## src/rtl/bist_pkg.sv

```systemverilog
//==============================================================================
// bist_pkg : shared types and constants for the logic-BIST session controller
// Rev 1.0
//==============================================================================
`default_nettype none

package bist_pkg;

   localparam int N_DEF     = 8;
   localparam int CNT_W_DEF = 16;
   localparam int LAT_MAX   = 15;

   typedef enum logic [2:0] {
      IDLE    = 3'd0,
      SEED    = 3'd1,
      RUN     = 3'd2,
      DRAIN   = 3'd3,
      COMPARE = 3'd4
   } bist_state_t;

endpackage

`default_nettype wire

```

## src/rtl/bist_controller_if.sv

```systemverilog
//==============================================================================
// bist_controller_if : session control, TPG/MISR drive and result signals
// Rev 1.0
//==============================================================================
`default_nettype none

interface bist_controller_if #(
   parameter int N     = bist_pkg::N_DEF,
   parameter int CNT_W = bist_pkg::CNT_W_DEF
);

   logic             start;
   logic             abort;
   logic [CNT_W-1:0] num_patterns;
   logic [N-1:0]     golden;
   logic [N-1:0]     misr_sig;
   logic             tpg_rst;
   logic             tpg_en;
   logic             misr_en;
   logic             test_mode;
   logic             busy;
   logic             done;
   logic             pass;
   logic [N-1:0]     fail_sig;

   modport master (
      output start, abort, num_patterns, golden, misr_sig,
      input  tpg_rst, tpg_en, misr_en, test_mode, busy, done, pass, fail_sig
   );

   modport slave (
      input  start, abort, num_patterns, golden, misr_sig,
      output tpg_rst, tpg_en, misr_en, test_mode, busy, done, pass, fail_sig
   );

endinterface

`default_nettype wire

```

## src/rtl/en_delay.sv

```systemverilog
//==============================================================================
// en_delay : LAT-stage enable shift register, cleared by rst or clr
// Rev 1.0
//==============================================================================
`default_nettype none

module en_delay #(
   parameter int LAT = 0
) (
   input  logic clk,
   input  logic rst,
   input  logic clr,
   input  logic en_in,
   output logic en_out
);

   generate
      if (LAT == 0) begin : g_bypass
         logic unused_ctl;
         assign unused_ctl = ^{clk, rst, clr};
         assign en_out     = en_in;
      end else begin : g_shift
         logic [LAT-1:0] stages;

         always_ff @(posedge clk) begin
            if (rst || clr) begin
               stages <= '0;
            end else begin
               stages[0] <= en_in;
               for (int i = 1; i < LAT; i++) begin
                  stages[i] <= stages[i-1];
               end
            end
         end

         assign en_out = stages[LAT-1];
      end
   endgenerate

endmodule

`default_nettype wire

```

## src/rtl/bist_controller.sv

```systemverilog
//==============================================================================
// bist_controller : sequences seed, pattern run, drain and signature compare
// Rev 1.0
//==============================================================================
`default_nettype none

import bist_pkg::*;

module bist_controller #(
   parameter int N     = N_DEF,
   parameter int CNT_W = CNT_W_DEF,
   parameter int LAT   = 0
) (
   input  logic              clk,
   input  logic              rst,
   bist_controller_if.slave  bus
);

   localparam int            DRAIN_W    = $clog2(LAT_MAX + 1);
   localparam logic [DRAIN_W-1:0] DRAIN_INIT = (LAT > 0) ? DRAIN_W'(LAT - 1) : '0;

   bist_state_t        state;
   bist_state_t        state_nxt;
   logic [CNT_W-1:0]   cnt;
   logic [DRAIN_W-1:0] drain_cnt;
   logic [N-1:0]       golden_q;
   logic [N-1:0]       fail_sig_q;
   logic               pass_q;
   logic               done_q;
   logic               abort_act;
   logic               tpg_en_int;

   assign abort_act = bus.abort && (state != IDLE);

   always_comb begin
      state_nxt = state;
      case (state)
         IDLE:    if (bus.start) state_nxt = SEED;
         SEED:    state_nxt = (cnt == '0) ? COMPARE : RUN;
         RUN: begin
            if (cnt == CNT_W'(1)) state_nxt = (LAT > 0) ? DRAIN : COMPARE;
         end
         DRAIN:   if (drain_cnt == '0) state_nxt = COMPARE;
         COMPARE: state_nxt = IDLE;
         default: state_nxt = IDLE;
      endcase
      // Abort overrides whatever transition the session would otherwise take.
      if (abort_act) state_nxt = IDLE;
   end

   always_ff @(posedge clk) begin
      if (rst) begin
         state      <= IDLE;
         cnt        <= '0;
         drain_cnt  <= '0;
         golden_q   <= '0;
         fail_sig_q <= '0;
         pass_q     <= 1'b0;
         done_q     <= 1'b0;
      end else begin
         state  <= state_nxt;
         done_q <= (state == COMPARE) && !abort_act;
         case (state)
            IDLE: begin
               if (bus.start) begin
                  cnt      <= bus.num_patterns;
                  golden_q <= bus.golden;
                  pass_q   <= 1'b0;
               end
            end
            RUN: begin
               cnt <= cnt - CNT_W'(1);
               if (cnt == CNT_W'(1)) drain_cnt <= DRAIN_INIT;
            end
            DRAIN: begin
               if (drain_cnt != '0) drain_cnt <= drain_cnt - DRAIN_W'(1);
            end
            COMPARE: begin
               if (!abort_act) begin
                  pass_q     <= (bus.misr_sig == golden_q);
                  fail_sig_q <= bus.misr_sig;
               end
            end
            default: ;
         endcase
      end
   end

   assign tpg_en_int = (state == RUN);

   en_delay #(
      .LAT (LAT)
   ) u_en_delay (
      .clk    (clk),
      .rst    (rst),
      .clr    (abort_act),
      .en_in  (tpg_en_int),
      .en_out (bus.misr_en)
   );

   assign bus.tpg_rst   = (state == SEED);
   assign bus.tpg_en    = tpg_en_int;
   assign bus.busy      = (state != IDLE);
   assign bus.test_mode = (state != IDLE);
   assign bus.done      = done_q;
   assign bus.pass      = pass_q;
   assign bus.fail_sig  = fail_sig_q;

endmodule

`default_nettype wire

```

## src/flat_wrapper.sv

```systemverilog
// flat-port wrapper written by rule: the top's interface ports become plain ports
module bist_controller_flat 
#(
   parameter int N     = N_DEF,
   parameter int CNT_W = CNT_W_DEF,
   parameter int LAT   = 0
)
  (clk, rst, bus_start, bus_abort, bus_num_patterns, bus_golden, bus_misr_sig, bus_tpg_rst, bus_tpg_en, bus_misr_en, bus_test_mode, bus_busy, bus_done, bus_pass, bus_fail_sig);
  bist_controller_if #(.N(N), .CNT_W(CNT_W)) bus_i ();
  input  logic clk;
  input  logic rst;
  input wire logic [$bits(bus_i.start)-1:0] bus_start;
  input wire logic [$bits(bus_i.abort)-1:0] bus_abort;
  input wire logic [$bits(bus_i.num_patterns)-1:0] bus_num_patterns;
  input wire logic [$bits(bus_i.golden)-1:0] bus_golden;
  input wire logic [$bits(bus_i.misr_sig)-1:0] bus_misr_sig;
  output wire logic [$bits(bus_i.tpg_rst)-1:0] bus_tpg_rst;
  output wire logic [$bits(bus_i.tpg_en)-1:0] bus_tpg_en;
  output wire logic [$bits(bus_i.misr_en)-1:0] bus_misr_en;
  output wire logic [$bits(bus_i.test_mode)-1:0] bus_test_mode;
  output wire logic [$bits(bus_i.busy)-1:0] bus_busy;
  output wire logic [$bits(bus_i.done)-1:0] bus_done;
  output wire logic [$bits(bus_i.pass)-1:0] bus_pass;
  output wire logic [$bits(bus_i.fail_sig)-1:0] bus_fail_sig;
  assign bus_i.start = bus_start;
  assign bus_i.abort = bus_abort;
  assign bus_i.num_patterns = bus_num_patterns;
  assign bus_i.golden = bus_golden;
  assign bus_i.misr_sig = bus_misr_sig;
  assign bus_tpg_rst = bus_i.tpg_rst;
  assign bus_tpg_en = bus_i.tpg_en;
  assign bus_misr_en = bus_i.misr_en;
  assign bus_test_mode = bus_i.test_mode;
  assign bus_busy = bus_i.busy;
  assign bus_done = bus_i.done;
  assign bus_pass = bus_i.pass;
  assign bus_fail_sig = bus_i.fail_sig;
  bist_controller #(.N(N), .CNT_W(CNT_W), .LAT(LAT)) u_core (.clk(clk), .rst(rst), .bus(bus_i));
endmodule
```

## config.mk

```make
export PLATFORM = sky130hd
export DESIGN_NAME = bist_controller_flat
export DESIGN_NICKNAME = d
export VERILOG_FILES = /design/src/rtl/bist_pkg.sv /design/src/rtl/bist_controller_if.sv /design/src/rtl/en_delay.sv /design/src/rtl/bist_controller.sv /design/src/flat_wrapper.sv
export SDC_FILE = /design/constraint.sdc
export NUM_CORES = 1
export LEC_CHECK = 0
export BUFFER_PORTS_ARGS = -buffer_cell sky130_fd_sc_hd__buf_2
export CORE_MARGIN = 2
export CORE_UTILIZATION = 30
export CTS_CLUSTER_DIAMETER = 40
export DETAILED_ROUTE_END_ITERATION = 6
export PLACE_DENSITY = 0.49
export SLEW_MARGIN = 20
export SYNTH_ARGS = -nofsm -noshare
export SYNTH_HDL_FRONTEND = slang
export SYNTH_SLANG_ARGS = --single-unit
```

## constraint.sdc

```tcl
create_clock -name clk -period 5 [get_ports clk]
set_input_delay 0.25 -clock clk [delete_from_list [all_inputs] [get_ports clk]]
set_output_delay 0.25 -clock clk [all_outputs]
set_load 0.03 [all_outputs]
```

==> Word level (Yosys, flattened, before mapping) <==
Cells that the tools add are included.
{ "totals": {"register_bits": 41, "latchBits": 0, "mem_bits_rw": 0, "rom_bits": 0, "inputBits": 36, "word_cells": 52, "memories": 0} }
{ "op_classes": {"n_addsub": 2, "multipliers": 0, "div": 0, "order_cmp": 0, "n_eq_ne": 11, "n_shift": 0, "muxes": 13, "bitwise_logic": 1, "reduce_logical": 18} }
{ "op_table": {"columns": ["operator", "count"], "rows": [
  ["16-bit case mux with 2 select lines", 1],
  ["16-bit by 1-bit equality test with 1-bit output, second input constant", 1],
  ["16-bit zero test", 1],
  ["16-bit two-way mux", 1],
  ["16-bit by 1-bit subtractor with 16-bit output, second input constant", 1],
  ["3-bit two-way mux", 4],
  ["3-bit case mux with 4 select lines", 1],
  ["3-bit AND reduction", 3],
  ["8-bit equality test", 1],
  ["4-bit two-way mux", 2],
  ["4-bit case mux with 2 select lines", 1],
  ["3-bit by 2-bit equality test with 1-bit output, second input constant", 2],
  ["2-bit by 1-bit inequality test with 1-bit output, second input constant", 3],
  ["2-bit AND reduction", 3],
  ["2-bit nonzero test", 3],
  ["4-bit zero test", 1],
  ["2-bit inequality test, second input constant", 2],
  ["4-bit nonzero test", 1],
  ["4-bit by 1-bit subtractor with 4-bit output, second input constant", 1],
  ["3-bit by 1-bit equality test with 1-bit output, second input constant", 1],
  ["3-bit equality test, second input constant", 1],
  ["3-bit zero test", 1],
  ["3-bit nonzero test", 1],
  ["1-bit logical AND", 2],
  ["other kinds (5)", 6]
]} }

==> Depth between registers and ports, before layout <==
Gate-level depths: netlist of the first run.
{ "depth": {"depth_word": 4, "ltp_mapped": 7, "ltp_nobuf": 6} }

==> Modules after synthesis <==
From an unflattened synthesis of the first run, not the netlist that was laid out.
{ "hier_totals": {"hier_cells": 259, "hier_area_um2": 2082.0} }
{ "by_module_without_submodules": {"columns": ["module", "instances", "cells_per_inst", "area_per_inst_um2", "seq_area_each_um2"], "rows": [
  ["bist_controller", 1, 258, 2074.5, 820.8],
  ["en_delay", 1, 1, 7.5, 0.0]
]} }

==> Worst setup path after synthesis of the first run <==
OpenSTA, ideal clock, no wires.
{ "synth_path": {"path_kind": "reg2reg", "start": "register u_core.state[0]", "end": "register u_core.state[1]", "setup_ns": 0.091, "arrival_time_ns": 1.812, "required_time_ns": 4.909, "path_slack_ns": 3.097, "stages_incl_launch_ff": 6, "path_buffers": 1, "synth_period_minus_slack_ns": 1.903, "cell_sequence": "dfxtp_1 buf_2 clkinv_1 nor3_1 o21ai_0 a311oi_1"} }
{ "synth_between": {"word_cells_on_any_way": 12, "cone_classes": "eq/ne (6); mux (1); reduce/logical (5)"} }
{ "synth_rtl": {"columns": ["item", "line", "rtl"], "rows": [
  ["start, declared", "bist_controller.sv:22", "bist_state_t state;"],
  ["start signal, assigned", "bist_controller.sv:61", "state <= state_nxt;"],
  ["3-bit by 1-bit equality test with 1-bit output", null, null],
  ["net bus_tpg_rst", "flat_wrapper.sv:17", "output wire logic [$bits(bus_i.tpg_rst)-1:0] bus_tpg_rst;"],
  ["3-bit case mux with 4 select lines", "bist_controller.sv:37", "case (state)"]
]} }
The timed path passes the listed nets, and every way through them passes these cells.
A chain may end at the register's enable or synchronous reset.

==> Worst setup path after layout of the first run <==
{ "layout_path": {"start": "register u_core.state[1]", "end": "output bus_tpg_en"} }
{ "layout_between": {"elab_chain_cells": 1} }
{ "layout_rtl": {"columns": ["item", "line", "rtl"], "rows": [
  ["3-bit by 2-bit equality test with 1-bit output", "bist_controller.sv:89", "assign tpg_en_int = (state == RUN);"],
  ["end, declared", "flat_wrapper.sv:18", "output wire logic [$bits(bus_i.tpg_en)-1:0] bus_tpg_en;"]
]} }
No other way between the ends.

==> results.sh, run 1 <==
export IMPL_dpl_cell_area_mm2=0.00245
export IMPL_coreArea_mm2=0.00687
export IMPL_holdCritPathClass="primary input to flop"
export IMPL_post_cts_resized=0
export IMPL_synthesis_area_mm2=0.00215
export IMPL_finalHoldViolCount=0
export IMPL_htree_levels=2
export IMPL_slowest_delay_ns=0.58
export IMPL_cp_endpoint="bus_tpg_en"
export IMPL_arrival_ns=1.79
export IMPL_rsz0062_at_grt="no"
export IMPL_place_congestion=0.842
export IMPL_postSynthCellCount=265
export IMPL_routedWlPerCell_um=14.0
export IMPL_critPathCaptureType="output pin"
export IMPL_vias_per_cell=4.98
export IMPL_clockBufferDepth=2
export IMPL_synth_ff_latch_count=41
export IMPL_finalCriticalPeriod_ns=2.04
export IMPL_num_rows=30
export IMPL_initial_utilization_pct=31.3
export IMPL_rr_endpoint="u_core.cnt[9]"
export IMPL_grt_pass1_vias=1888
export IMPL_setup_slack_ns=2.96
export IMPL_cp_startpoint="u_core.state[1]"
export IMPL_setup_worst_path_start_class="flop"
export IMPL_syn_area_per_cell_um2=8.10
export IMPL_synthToLayoutAreaGrowth_pct=19.6
export IMPL_grt_max_degree=43
export IMPL_setup_viol=0
export IMPL_fp_dieH_um=88.6
export IMPL_synth_edf_count=0
export IMPL_clk_latency_ns=0.29
export IMPL_crit_slowest_cell="or3b_1"
export IMPL_synth_ff_type="dfxtp_1"
export IMPL_hold_depth=3
export IMPL_drc=0
export IMPL_post_place_ws_ns=3.00
export IMPL_fin_skew_ns=0.00529
export IMPL_period_share_pct=40.8
export IMPL_track_usage_pct=15.6
export IMPL_fin_total_pwr_mw=0.885
export IMPL_fill_cells=761
export IMPL_cp_data_required_time_ns=4.75
export IMPL_clk_pin_slew_ns=0.08
export IMPL_grt_overflow_total=0
export IMPL_ys_async_sr_fraction_pct=0
export IMPL_syn_num_nets=306
export IMPL_cap_violations=0
export IMPL_outcome="complete, no violations"
export IMPL_final_max_slew_viol_count=0
export IMPL_p_leak_nw=0.987
export IMPL_clock_fmax_mhz=491
export IMPL_n_antenna_cell=0
export IMPL_cp_max_fo=11
export IMPL_cts_made_buffers=5
export IMPL_r2r_worst_path_cells=5
export IMPL_worst_pin_slew_ns=0.810
export IMPL_power_per_cell_area_mw_per_mm2=345
export IMPL_cts_tree="built"
export IMPL_regArea_um2=821
export IMPL_die_x_um=88.6
export IMPL_first_iter_violations=123
export IMPL_holdBufCountCts=0
export IMPL_wl_mm=5.64
export IMPL_critPathKind="flop to output pin"
export IMPL_io_pins=51
export IMPL_yosysWarnings=0
export IMPL_crit_chain="or3b_1 -> inv_6 -> buf_2"
export IMPL_setup_tns_ns=0
export IMPL_drive_gt1_share_pct=21.8
export IMPL_ant_nets=0
export IMPL_reg2reg_slack_ns=3.01
export IMPL_grt_pass1_wl_mm=9.36
export IMPL_nNetsFinal=347
export IMPL_num_vias=2007
export IMPL_yosysSeqAreaShare_pct=38.2
export IMPL_final_area_mm2=0.00257
export IMPL_drt_pass1_iterations=4
export IMPL_port_buffers=50
export IMPL_cts_setup_buffers=0
export IMPL_max_slew_margin_pct=46.0
export IMPL_hpwl_mm=4.05
export IMPL_antenna_found_initial=0
export IMPL_synth_cell_types=49
export IMPL_final_core_util_pct=37.4
export IMPL_multi_input_area_mm2=0.00121
export IMPL_worst_ir_drop_vdd_mv=0.134
export IMPL_clock_sinks=41
export IMPL_die_area_mm2=0.00785
export IMPL_cts_root_buf="clkbuf_8"
export IMPL_reg2reg_from="u_core.state[1]"
[layout by cell type (no fill, tap or decap), types with 6 or more instances in the layout]
| master | Yosys | final |
|---|---|---|
| dfxtp_1 | 41 | 41 |
| nand3_1 | 12 | 12 |
| buf_2 | 3 | 50 |
| inv_1 | 6 | 6 |
| clkbuf_8 | 0 | 6 |
| a21oi_1 | 29 | 29 |
| o21ai_0 | 6 | 6 |
| a31oi_1 | 9 | 9 |
| nand2_1 | 46 | 46 |
| xor2_1 | 10 | 10 |
| or3_1 | 10 | 10 |
| nor2_1 | 13 | 13 |
[kinds of logic after synthesis]
group                      after synthesis  synth area share, %
buffers and inverters                   25                 5.65
xor gates and xnor gates                10                 4.08
DFF                                     41                 38.2
and+or+nand+nor                        115                 28.8
AOI/OAI and AO/OA                       69                 20.3
adders and majority gates                5                 2.91
[worst max-delay path, delay by kind of cell (launching register included)]
family,cells,cell delay [ns]
flops,1,0.53
buf+inv,2,0.39
simple gates,1,0.58
[sequential cells by signal, summed over array words and instances (netlist names)]
signal	count
u_core.cnt	16
u_core.bus.fail_sig	8
u_core.golden_q	8
u_core.drain_cnt	4
u_core.state	3
u_core.bus.done	1
u_core.bus.pass	1
[power breakdown]
group	switching, mW	internal [mW]	total, mW
registers	0.0348	0.352	0.387
logic	0.133	0.0836	0.217
clock network	0.120	0.162	0.282
total	0.288	0.598	0.885
[layer usage]
metal  up-vias  routed length, um  global-route usage, %
li1       1044                  -                      -
met1       920               2860                   22.0
met2        36               2510                   23.3
met3         7                186                   3.82
met4         0                 86                   4.96
met5         -                  0                      0
[worst min path at each step]
stage,startpoint,to,slack [ns]
2_1_floorplan,bus_golden[0],u_core.golden_q[0],0.39
3_3_place_gp,u_core.bus.fail_sig[0],u_core.bus.fail_sig[0],0.44
3_5_place_dp,u_core.bus.fail_sig[0],u_core.bus.fail_sig[0],0.44
4_1_cts,bus_golden[0],u_core.golden_q[0],0.17
5_1_grt,bus_golden[3],u_core.golden_q[3],0.17
6_report,bus_golden[3],u_core.golden_q[3],0.18
[cells in the mapped netlist, types with 2 or more instances]
cell,instances,area [um^2]
nand3_1,12,60.1
clkbuf_1,10,37.5
a21oi_1,29,145
nor2_1,13,48.8
nor3_1,5,25.0
ha_1,5,62.6
nor4_1,4,25.0
or3_1,10,62.6
or4_1,4,30.0
nor4_4,2,42.5
inv_1,6,22.5
buf_4,3,22.5
o311ai_0,3,26.3
buf_2,3,15.0
nand4b_1,2,17.5
o21ai_0,6,30.0
nor3b_1,3,22.5
nand4_1,2,12.5
a31oi_1,9,56.3
a22oi_1,4,30.0
nand2_2,2,12.5
a41oi_1,2,17.5
xor2_1,10,87.6
dfxtp_1,41,821
nand2_1,46,173
o211ai_1,5,37.5
a2bb2oi_1,2,17.5
[through the flow]
stage               std cells  hold WS, ns
floorplan                 265        0.386
global placement          395        0.443
detailed placement        395        0.445
CTS                       403        0.170
global route              403        0.174
finish                    403        0.183
[layout make-up]
class / count / area share [%]
Clock buffer: 6 / 3.22
Clock inverter: 2 / 1.46
Inverter: 8 / 1.36
Multi-Input combinational cell: 199 / 47.3
Sequential cell: 41 / 32.0
Tap cell: 96 / 4.68
Timing Repair Buffer: 51 / 10.0
(Power assumes the default switching activity.)
==> run 2, diff against run 1 <==
==> constraint.sdc (replaced) <==
create_clock -name clk -period 2.1 [get_ports clk]
set_input_delay 0.105 -clock clk [delete_from_list [all_inputs] [get_ports clk]]
set_output_delay 0.105 -clock clk [all_outputs]
set_load 0.03 [all_outputs]
==> results.sh, run 2 (synthesis gave the netlist of run 1 again) <==
export IMPL_antenna_found_initial=0
export IMPL_hp_start="bus_golden[0]"
export IMPL_vias_per_cell=5.05
export IMPL_clock_fmax_mhz=538
export IMPL_cap_violations=0
export IMPL_drc=0
export IMPL_grt_busiest_layer="met2"
export IMPL_r2r_worst_path_cells=4
export IMPL_critPathKind="flop to flop"
export IMPL_fp_dieH_um=88.6
export IMPL_holdBufCountCts=0
export IMPL_grtUsageMet1_pct=21.8
export IMPL_power_per_cell_area_mw_per_mm2=853
export IMPL_fin_skew_ns=0.00731
export IMPL_holdCritPathClass="primary input to flop"
export IMPL_max_slew_margin_pct=45.8
export IMPL_coreArea_mm2=0.00687
export IMPL_reg2reg_from="u_core.cnt[3]"
export IMPL_largest_reg_flops=16
export IMPL_worst_ir_drop_vdd_mv=0.308
export IMPL_slowest_delay_ns=0.55
export IMPL_cts_root_buf="clkbuf_8"
export IMPL_cp_data_required_time_ns=2.32
export IMPL_final_core_util_pct=38.5
export IMPL_synthToLayoutAreaGrowth_pct=23.1
export IMPL_swShare_pct=31.7
export IMPL_rr_endpoint="u_core.cnt[14]"
export IMPL_p_leak_nw=1.04
export IMPL_arrival_ns=2.08
export IMPL_finalCriticalPeriod_ns=1.86
export IMPL_clk_latency_ns=0.31
export IMPL_htree_levels=2
export IMPL_layout_commonest_cell="buf_2"
export IMPL_fill_cells=743
export IMPL_clk_pin_slew_ns=0.09
export IMPL_cp_max_fo=8
export IMPL_initial_utilization_pct=31.3
export IMPL_nNetsFinal=354
export IMPL_regMostFlops="u_core.cnt"
export IMPL_track_usage_pct=15.5
export IMPL_die_area_mm2=0.00785
export IMPL_p_clk_share_pct=34.7
export IMPL_final_max_slew_viol_count=0
export IMPL_finalHoldViolCount=0
export IMPL_io_pins=51
export IMPL_rsz0062_at_grt="no"
export IMPL_worst_pin_slew_ns=0.812
export IMPL_mostFrequentLayoutCells="50 x buf_2, 46 x nand2_1, 41 x dfxtp_1"
export IMPL_n_antenna_cell=0
export IMPL_grt_overflow_total=0
export IMPL_period_share_pct=88.4
export IMPL_die_x_um=88.6
export IMPL_port_buffers=50
export IMPL_setup_tns_ns=0
export IMPL_clock_sinks=41
export IMPL_place_congestion=0.816
export IMPL_cts_setup_buffers=0
export IMPL_routedWlPerCell_um=14.0
export IMPL_cts_made_buffers=5
export IMPL_grt_pass1_vias=1893
export IMPL_fin_total_pwr_mw=2.25
export IMPL_critPathCaptureType="flop"
export IMPL_setup_worst_path_start_class="flop"
export IMPL_use_met2_pct=23.2
export IMPL_p_sw_mw=0.715
export IMPL_outcome="complete, no violations"
export IMPL_use_met3_pct=3.17
export IMPL_p_int_mw=1.54
export IMPL_first_iter_violations=113
export IMPL_num_rows=30
export IMPL_clockBufferDepth=2
export IMPL_hold_ws_ns=0.0268
export IMPL_power_frac_seq_pct=40.2
export IMPL_hpwl_mm=4.05
export IMPL_hold_depth=3
export IMPL_ant_nets=0
export IMPL_crit_chain="nor4_4 -> nand2_2 -> or4_1 -> a31oi_1"
export IMPL_drt_pass1_iterations=4
export IMPL_wl_mm=5.73
export IMPL_reg2reg_slack_ns=0.24
export IMPL_drive_gt1_share_pct=23.9
export IMPL_grt_max_degree=43
export IMPL_worstHoldEndpoint="u_core.golden_q[0]"
export IMPL_crit_slowest_cell="nor4_4"
export IMPL_post_cts_resized=0
export IMPL_setup_viol=0
export IMPL_grt_pass1_wl_mm=9.37
export IMPL_p_comb_share_pct=25.1
export IMPL_cts_tree="built"
export IMPL_num_vias=2070
-- run 2: cell types whose count changed in the layout (fill, tap and decap cells not counted) --
cell,before,now
inv_6,1,2
bufinv_16,1,2
nor3b_1,3,2
clkinvlp_4,1,0
buf_4,1,8
clkbuf_8,6,5
nor3b_2,0,1
-- run 2: metal layers --
metal | wire length (um) | share of wire (%) | up-vias
met5 | 0 | 0 | -
met2 | 2600 | 45 | 37
met4 | 95 | 1.7 | 0
met3 | 189 | 3.3 | 5
li1 | - | - | 1058
met1 | 2850 | 50 | 970
-- run 2: worst max-delay path: cells and delay by family (launching register included) --
kind / cells / cell delay (ns)
AOI/OAI and AO/OA: 1 / 0.14
DFF: 1 / 0.40
and+or+nand+nor: 3 / 1.24
-- run 2: worst max path at each step --
stage / startpoint / endpoint / slack [ns] / depth (start not counted)
5_1_grt: u_core.cnt[3] / u_core.cnt[9] / 0.008 / 4
2_1_floorplan: u_core.state[0] / u_core.state[1] / 0.20 / 5
3_5_place_dp: u_core.drain_cnt[0] / u_core.state[2] / 0.21 / 6
4_1_cts: u_core.drain_cnt[0] / u_core.state[2] / 0.19 / 6
6_report: u_core.cnt[3] / u_core.cnt[14] / 0.24 / 4
3_3_place_gp: u_core.drain_cnt[0] / u_core.state[2] / 0.25 / 6
-- run 2: power by group through the flow --
stage | clock network [mW] | logic [mW] | registers, mW
2_1_floorplan | 0 | 0.402 | 0.909
3_3_place_gp | 0 | 0.565 | 0.923
3_5_place_dp | 0 | 0.561 | 0.923
4_1_cts | 0.801 | 0.564 | 0.905
5_1_grt | 0.828 | 0.634 | 0.916
6_report | 0.783 | 0.565 | 0.906
-- run 2: metrics by stage --
stage	instance area [um^2]	setup WS (ns)	cells
finish	2640	0.243	410
global route	2640	0.00800	410
CTS	2640	0.189	410
detailed placement	2500	0.209	402
global placement	2500	0.251	402
floorplan	2150	0.197	265
-- run 2: area by class of cell --
type	instances	area [um^2]	share of cell area, %
Sequential cell	41	821	31.1
Clock inverter	3	68.8	2.60
Clock buffer	5	68.8	2.60
Tap cell	96	120	4.55
Timing Repair Buffer	58	310	11.7
Multi-Input combinational cell	199	1220	46.1
Inverter	8	35.0	1.33
